File: src/rtl/ps2_key_filter_if.sv
// ps2_key_filter_if
//   Groups the byte-strobe input side and the key-event output side of
//   ps2_key_filter into one bundle.
//   master : byte source (PS/2 receiver side), reads key events back
//   slave  : the filter itself
// Signals:
//   ps2_key_data     [7:0] received byte, valid while ps2_key_pressed=1
//   ps2_key_pressed        single-cycle strobe per received byte
//   key_code         [7:0] make code of the last accepted press
//   key_extended           1 if that press carried the E0 prefix
//   key_valid              single-cycle pulse per accepted press
//   key_held               1 while the last accepted key is still down
interface ps2_key_filter_if;
    logic [7:0] ps2_key_data;
    logic       ps2_key_pressed;
    logic [7:0] key_code;
    logic       key_extended;
    logic       key_valid;
    logic       key_held;

    modport master (
        output ps2_key_data,
        output ps2_key_pressed,
        input  key_code,
        input  key_extended,
        input  key_valid,
        input  key_held
    );

    modport slave (
        input  ps2_key_data,
        input  ps2_key_pressed,
        output key_code,
        output key_extended,
        output key_valid,
        output key_held
    );
endinterface

File: src/rtl/ps2_key_filter.sv
// ps2_key_filter
//   Turns the raw PS/2 Set-2 byte stream into one event per physical key
//   press. Break (F0) sequences, E0 prefixes, Pause (E1) sequences, device
//   status bytes and (optionally) typematic repeats are stripped.
// Parameters:
//   TIMEOUT_CYCLES  idle cycles after which a partial prefix is abandoned
// Ports:
//   CLOCK_50  system clock, rising edge
//   reset     synchronous active-high reset
//   bus       ps2_key_filter_if.slave (byte strobe in, key events out)
// Build option:
//   KEY_REPEAT_FILTER_EN  when defined, a make matching the held key is
//                         suppressed as a typematic repeat
//
// state        | meaning
// -------------+--------------------------------------------------
// S_IDLE       | no prefix pending
// S_EXT        | E0 seen, waiting for code or F0
// S_BRK        | F0 seen, next byte is a released key
// S_EXT_BRK    | E0 F0 seen, next byte is a released extended key
// S_PAUSE_SKIP | inside the E1 Pause sequence, swallowing bytes
module ps2_key_filter #(
    parameter int TIMEOUT_CYCLES = 2_500_000
) (
    input  logic             CLOCK_50,
    input  logic             reset,
    ps2_key_filter_if.slave  bus
);

    localparam int CNT_W = (TIMEOUT_CYCLES > 2) ? $clog2(TIMEOUT_CYCLES) : 1;
    localparam logic [CNT_W-1:0] CNT_LAST = CNT_W'(TIMEOUT_CYCLES - 1);

    typedef enum logic [2:0] {
        S_IDLE,
        S_EXT,
        S_BRK,
        S_EXT_BRK,
        S_PAUSE_SKIP
    } state_t;

    state_t           state_q, state_d;
    logic [CNT_W-1:0] tmo_q, tmo_d;
    logic [2:0]       skip_q, skip_d;
    logic [7:0]       code_q, code_d;
    logic             ext_q, ext_d;
    logic             valid_q, valid_d;
    logic             held_q, held_d;
    logic [7:0]       hcode_q, hcode_d;
    logic             hext_q, hext_d;

    logic             expire;
    state_t           cur_state;
    logic             make_ev;
    logic             brk_ev;
    logic             ev_ext;
    logic             same_as_held;
    logic             pulse;

    wire [7:0] byte_in = bus.ps2_key_data;
    wire       strobe  = bus.ps2_key_pressed;

    function automatic logic is_status(input logic [7:0] b);
        return (b == 8'h00) || (b == 8'hAA) || (b == 8'hFA) ||
               (b == 8'hFC) || (b == 8'hFE) || (b == 8'hFF);
    endfunction

    always_ff @(posedge CLOCK_50) begin
        if (reset) begin
            state_q <= S_IDLE;
            tmo_q   <= '0;
            skip_q  <= '0;
            code_q  <= '0;
            ext_q   <= 1'b0;
            valid_q <= 1'b0;
            held_q  <= 1'b0;
            hcode_q <= '0;
            hext_q  <= 1'b0;
        end else begin
            state_q <= state_d;
            tmo_q   <= tmo_d;
            skip_q  <= skip_d;
            code_q  <= code_d;
            ext_q   <= ext_d;
            valid_q <= valid_d;
            held_q  <= held_d;
            hcode_q <= hcode_d;
            hext_q  <= hext_d;
        end
    end

    always_comb begin
        state_d = state_q;
        tmo_d   = tmo_q;
        skip_d  = skip_q;
        code_d  = code_q;
        ext_d   = ext_q;
        valid_d = 1'b0;
        held_d  = held_q;
        hcode_d = hcode_q;
        hext_d  = hext_q;
        make_ev = 1'b0;
        brk_ev  = 1'b0;
        ev_ext  = 1'b0;

        // An expiring prefix is treated as already gone, so a strobe landing
        // on the expiry cycle is decoded from idle.
        expire    = (state_q != S_IDLE) && (tmo_q == CNT_LAST);
        cur_state = expire ? S_IDLE : state_q;

        if (strobe) begin
            tmo_d   = '0;
            state_d = S_IDLE;
            case (cur_state)
                S_IDLE: begin
                    if (byte_in == 8'hE0) begin
                        state_d = S_EXT;
                    end else if (byte_in == 8'hF0) begin
                        state_d = S_BRK;
                    end else if (byte_in == 8'hE1) begin
                        state_d = S_PAUSE_SKIP;
                        skip_d  = 3'd7;
                    end else if (!is_status(byte_in)) begin
                        make_ev = 1'b1;
                    end
                end
                S_EXT: begin
                    if (byte_in == 8'hF0) begin
                        state_d = S_EXT_BRK;
                    end else if (byte_in == 8'hE0) begin
                        state_d = S_EXT;
                    end else if (byte_in != 8'h12) begin
                        make_ev = 1'b1;
                        ev_ext  = 1'b1;
                    end
                end
                S_BRK: begin
                    // A prefix byte here is a protocol error; restart on it.
                    if (byte_in == 8'hE0) begin
                        state_d = S_EXT;
                    end else if (byte_in == 8'hF0) begin
                        state_d = S_BRK;
                    end else begin
                        brk_ev = 1'b1;
                    end
                end
                S_EXT_BRK: begin
                    if (byte_in != 8'h12) begin
                        brk_ev = 1'b1;
                        ev_ext = 1'b1;
                    end
                end
                S_PAUSE_SKIP: begin
                    skip_d  = skip_q - 3'd1;
                    state_d = (skip_q <= 3'd1) ? S_IDLE : S_PAUSE_SKIP;
                end
                default: state_d = S_IDLE;
            endcase
        end else if (expire) begin
            state_d = S_IDLE;
            tmo_d   = '0;
        end else if (state_q != S_IDLE) begin
            tmo_d = tmo_q + CNT_W'(1);
        end else begin
            tmo_d = '0;
        end

        same_as_held = (hcode_q == byte_in) && (hext_q == ev_ext);

`ifdef KEY_REPEAT_FILTER_EN
        pulse = make_ev && !(held_q && same_as_held);
`else
        pulse = make_ev;
`endif

        if (pulse) begin
            valid_d = 1'b1;
            code_d  = byte_in;
            ext_d   = ev_ext;
        end

        if (make_ev) begin
            hcode_d = byte_in;
            hext_d  = ev_ext;
            held_d  = 1'b1;
        end

        if (brk_ev && same_as_held) begin
            held_d = 1'b0;
        end
    end

    assign bus.key_code     = code_q;
    assign bus.key_extended = ext_q;
    assign bus.key_valid    = valid_q;
    assign bus.key_held     = held_q;

endmodule

File: src/flat_wrapper.sv
// flat-port wrapper written by rule: the top's interface ports become plain ports
module ps2_key_filter_flat 
#(
    parameter int TIMEOUT_CYCLES = 2_500_000
)
  (CLOCK_50, reset, bus_ps2_key_data, bus_ps2_key_pressed, bus_key_code, bus_key_extended, bus_key_valid, bus_key_held);
  ps2_key_filter_if bus_i ();
  input  logic CLOCK_50;
  input  logic reset;
  input wire logic [$bits(bus_i.ps2_key_data)-1:0] bus_ps2_key_data;
  input wire logic [$bits(bus_i.ps2_key_pressed)-1:0] bus_ps2_key_pressed;
  output wire logic [$bits(bus_i.key_code)-1:0] bus_key_code;
  output wire logic [$bits(bus_i.key_extended)-1:0] bus_key_extended;
  output wire logic [$bits(bus_i.key_valid)-1:0] bus_key_valid;
  output wire logic [$bits(bus_i.key_held)-1:0] bus_key_held;
  assign bus_i.ps2_key_data = bus_ps2_key_data;
  assign bus_i.ps2_key_pressed = bus_ps2_key_pressed;
  assign bus_key_code = bus_i.key_code;
  assign bus_key_extended = bus_i.key_extended;
  assign bus_key_valid = bus_i.key_valid;
  assign bus_key_held = bus_i.key_held;
  ps2_key_filter #(.TIMEOUT_CYCLES(TIMEOUT_CYCLES)) u_core (.CLOCK_50(CLOCK_50), .reset(reset), .bus(bus_i));
endmodule
File: config.mk
export PLATFORM = sky130hd
export DESIGN_NAME = ps2_key_filter_flat
export DESIGN_NICKNAME = d
export VERILOG_FILES = /design/src/rtl/ps2_key_filter_if.sv /design/src/rtl/ps2_key_filter.sv /design/src/flat_wrapper.sv
export SDC_FILE = /design/constraint.sdc
export NUM_CORES = 1
export LEC_CHECK = 0
export ABC_AREA = 1
export BUFFER_PORTS_ARGS = -buffer_cell sky130_fd_sc_hd__clkbuf_2
export CAP_MARGIN = 30
export CORE_AREA = 8 8 72 74
export DETAILED_ROUTE_END_ITERATION = 16
export DIE_AREA = 0 0 80 82
export GPL_ROUTABILITY_DRIVEN = 1
export HOLD_SLACK_MARGIN = 0.12
export MAX_ROUTING_LAYER = met4
export PLACE_DENSITY = 0.88
export SLEW_MARGIN = 20
export SYNTH_ARGS = -nofsm -noshare
export SYNTH_HDL_FRONTEND = slang
export SYNTH_SLANG_ARGS = --single-unit
File: constraint.sdc
create_clock -name CLOCK_50 -period 2.3 [get_ports CLOCK_50]
set_clock_uncertainty 0.05 [all_clocks]
set_input_delay 0.115 -clock CLOCK_50 [delete_from_list [all_inputs] [get_ports CLOCK_50]]
set_output_delay 0.115 -clock CLOCK_50 [all_outputs]
set_load 0.005 [all_outputs]
==> impl_metrics.py <==
metrics = {
    "cts": {
        "postCtsSetupBuffers": 0,
        "cts_buffer_depth": 2,
        "cts_tree": "built",
        "numCtsBuffers": 5,
        "h-tree-depth": 2,
        "numClockSinks": 39,
        "clock_latency_ps": 290,
        "clk_pin_slew_ps": 70,
        "cts_root_buf": "clkbuf_8",
    },
    "floorplanning": {
        "dieHeight_um": 82,
        "io_pins": 22,
        "coreArea_sq_um": 4140,
        "initial_core_util_pct": 56.3,
        "rows": 24,
        "design.die.area_sq_um": 6560,
        "die_w_um": 80,
    },
    "logic_synthesis": {
        "synth_area_leader_cell": "dfxtp_1",
        "ys_seq_area_share_pct": 33.5,
        "syn_avg_cell_area_sq_um": 6.38,
        "synth_top_area_share_pct": 33.5,
        "ys_top_cells_by_area": "dfxtp_1 33%, nand2_1 14%, nor2_1 10%, inv_1 8.2%, a21oi_1 5.4%",
        "synth_warnings": 0,
        "synthCells": 366,
        "ys_seq_elements": 39,
        "synth_nets": 380,
        "ys_types": 33,
        "syn-cell-area_sq_um": 2330,
        "synth_flop_cell": "dfxtp_1",
        "synthArstFlopShare_pct": 0,
        "synth_edf_count": 0,
    },
    "global_route": {
        "grt_max_degree": 21,
        "antenna_found_initial": 0,
        "overflow": 0,
        "grt_busiest_layer": "met2",
        "grt_pass1_wl_mm": 9.41,
        "met1_usage_pct": 20.0,
        "met3_usage_pct": 4.27,
        "grt_pass1_vias": 2201,
        "grt_usage_pct": 18.3,
        "met2_usage_pct": 31.0,
    },
    "cells_and_area": {
        "antenna_cells": 0,
        "nNetsFinal": 411,
        "syn_to_final_growth_pct": 13.0,
        "layout-drive-gt1-share_pct": 10.6,
        "final_util_pct": 63.6,
    },
    "critical_path": {
        "arrival_ps": 2210,
        "required_ps": 2460,
        "start_kind": "input pin",
        "cp_slowest_cell": "dlygate4sd3_1",
        "worstSetupPathType": "input pin to flip-flop",
        "rr_worst_depth": 9,
        "cp_max_fo": 11,
        "max_stage_delay_ps": 550,
        "path_cells": "dlygate4sd3_1, clkbuf_2, inv_1, nand2_1, nor2_1, nand2_1, nand2_1, nor2_1, nand4_1, nand2_2, nand2_4, nand2_1, a21oi_1",
        "endpoint_kind": "flip-flop",
        "crit_top_cell": "nand2_1",
    },
    "timing": {
        "tightest_slew_ps": 430,
        "hold_viol": 0,
        "maxSlewViolCount": 0,
        "period_needed_ps": 2050,
        "fin_setup_tns_ps": 0,
        "whs_ps": 295,
        "setup_viol": 0,
        "relSlewSlack_pct": 71.4,
        "rsz0062_at_grt": "no",
        "fin_ws_ps": 254,
        "fmax_mhz": 489,
        "finalCritPeriodShare_pct": 89.0,
    },
    "power": {
        "ir_drop_v": 0.000292,
        "leakage_nw": 1.07,
        "power_density_nw_per_um2": 479,
        "total_power_w": 0.00126,
    },
    "routing": {
        "drt_iter0_drc": 253,
        "vias": 2317,
        "firstDrtPassIters": 4,
        "routed_wl_mm": 5.50,
        "ant_nets": 0,
        "viasPerCell": 5.17,
        "drc_errors": 0,
        "wl_per_cell_um": 12.3,
    },
    "worst_hold_path": {
        "min_path_type": "input pin to flip-flop",
        "hold_depth": 2,
    },
    "placement": {
        "post-place-ws_ps": 265,
        "port_buffers": 21,
        "hpwl_mm": 3.99,
        "gp_congestion": 0.914,
    },
    "run": {
        "cap_violations": 0,
    },
    "run_status": {
        "status": "complete, no violations",
    },
}
[registers in the layout (all words and copies together), names as in the netlist]
name / flops
u_core.bus.key_held: 1
u_core.skip_q: 3
u_core.state_q: 3
u_core.hcode_q: 8
u_core.tmo_q: 22
u_core.bus.key_valid: 1
u_core.hext_q: 1
[layer usage]
layer  vias to the layer above  wire, um
met5                         -         0
met4                         0       107
met3                        10       268
met2                        54      2710
met1                      1022      2420
li1                       1231         -
[cells by family after synthesis]
group                    after synthesis  share of synthesized area [%]
buffers and inverters                 59                           10.2
AND/OR/NAND/NOR                      207                           40.1
flip-flops                            39                           33.5
adder cells (fa/ha/maj)                3                           1.61
AO/OA/AOI/OAI                         48                           10.9
XOR/XNOR                              10                           3.75
[synth_stat cells, types with 2 or more instances]
cell type  instances
nor2_2             2
nand4_1           11
a21oi_1           25
o21ai_0           15
inv_1             51
ha_1               3
nor3b_1            2
nor2_1            62
nor4_1             2
dfxtp_1           39
a31oi_1            2
nand2_1           87
xor2_1             9
nand2_2            3
nand3_2            4
nand3_1           21
nor3_1             9
buf_2              4
[cell usage in the layout (no fill, tap or decap), types with 2 or more instances in the layout]
| master | n |
|---|---|
| nand2_1 | 87 |
| clkbuf_2 | 21 |
| nor3b_1 | 2 |
| nor3_1 | 9 |
| nand3_2 | 4 |
| nor2_1 | 62 |
| nand3_1 | 21 |
| dfxtp_1 | 39 |
| xor2_1 | 9 |
| dlygate4sd3_1 | 9 |
| nor2_2 | 2 |
| nand2_2 | 2 |
| o21ai_0 | 15 |
| a21oi_1 | 25 |
| nand4_1 | 11 |
| nor4_1 | 2 |
| inv_1 | 51 |
| clkbuf_8 | 5 |
| a31oi_1 | 2 |
| ha_1 | 3 |
[through the flow]
stage	cells	area (sq um)
3_5_place_dp	433	2470
2_1_floorplan	366	2330
5_1_grt	448	2640
4_1_cts	448	2630
6_report	448	2640
3_3_place_gp	433	2470
[path summary, 6_finish.rpt]
path	from	endpoint	slack, ps
worst max-delay path	bus_ps2_key_data[1]	u_core.hcode_q[4]	250
worst max register to register	u_core.tmo_q[0]	u_core.tmo_q[19]	260
worst min-delay path	bus_ps2_key_pressed	u_core.state_q[1]	290
worst min register to register	u_core.tmo_q[0]	u_core.tmo_q[0]	400
[timing repair]
item | CTS | global route
hold endpoints to repair | 9 | 0
endpoints found under the setup margin | 0 | 1
hold buffers | 9 | 0
resized for setup | 0 | 1
[worst max-delay path: cells and delay by family]
family	cells	cell delay [ps]
AND/OR/NAND/NOR	9	1150
buffers and inverters	3	790
AO/OA/AOI/OAI	1	160
[power by group]
| part | total, W | leakage, nW | switching, W | internal [W] |
|---|---|---|---|---|
| logic | 0.000137 | 0.715 | 0.0000822 | 0.0000551 |
| clock network | 0.000424 | 0.0371 | 0.000222 | 0.000202 |
| registers | 0.000702 | 0.316 | 0.0000118 | 0.000690 |
[layout make-up]
cell class / count / area (sq um)
fill: 395 / 1510
multi-input combinational: 268 / 1320
timing repair buffer: 31 / 203
sequential: 39 / 781
clock buffer: 6 / 72.6
inverter: 52 / 195
tap: 52 / 65.1
Power figures use the tool's default switching activity.
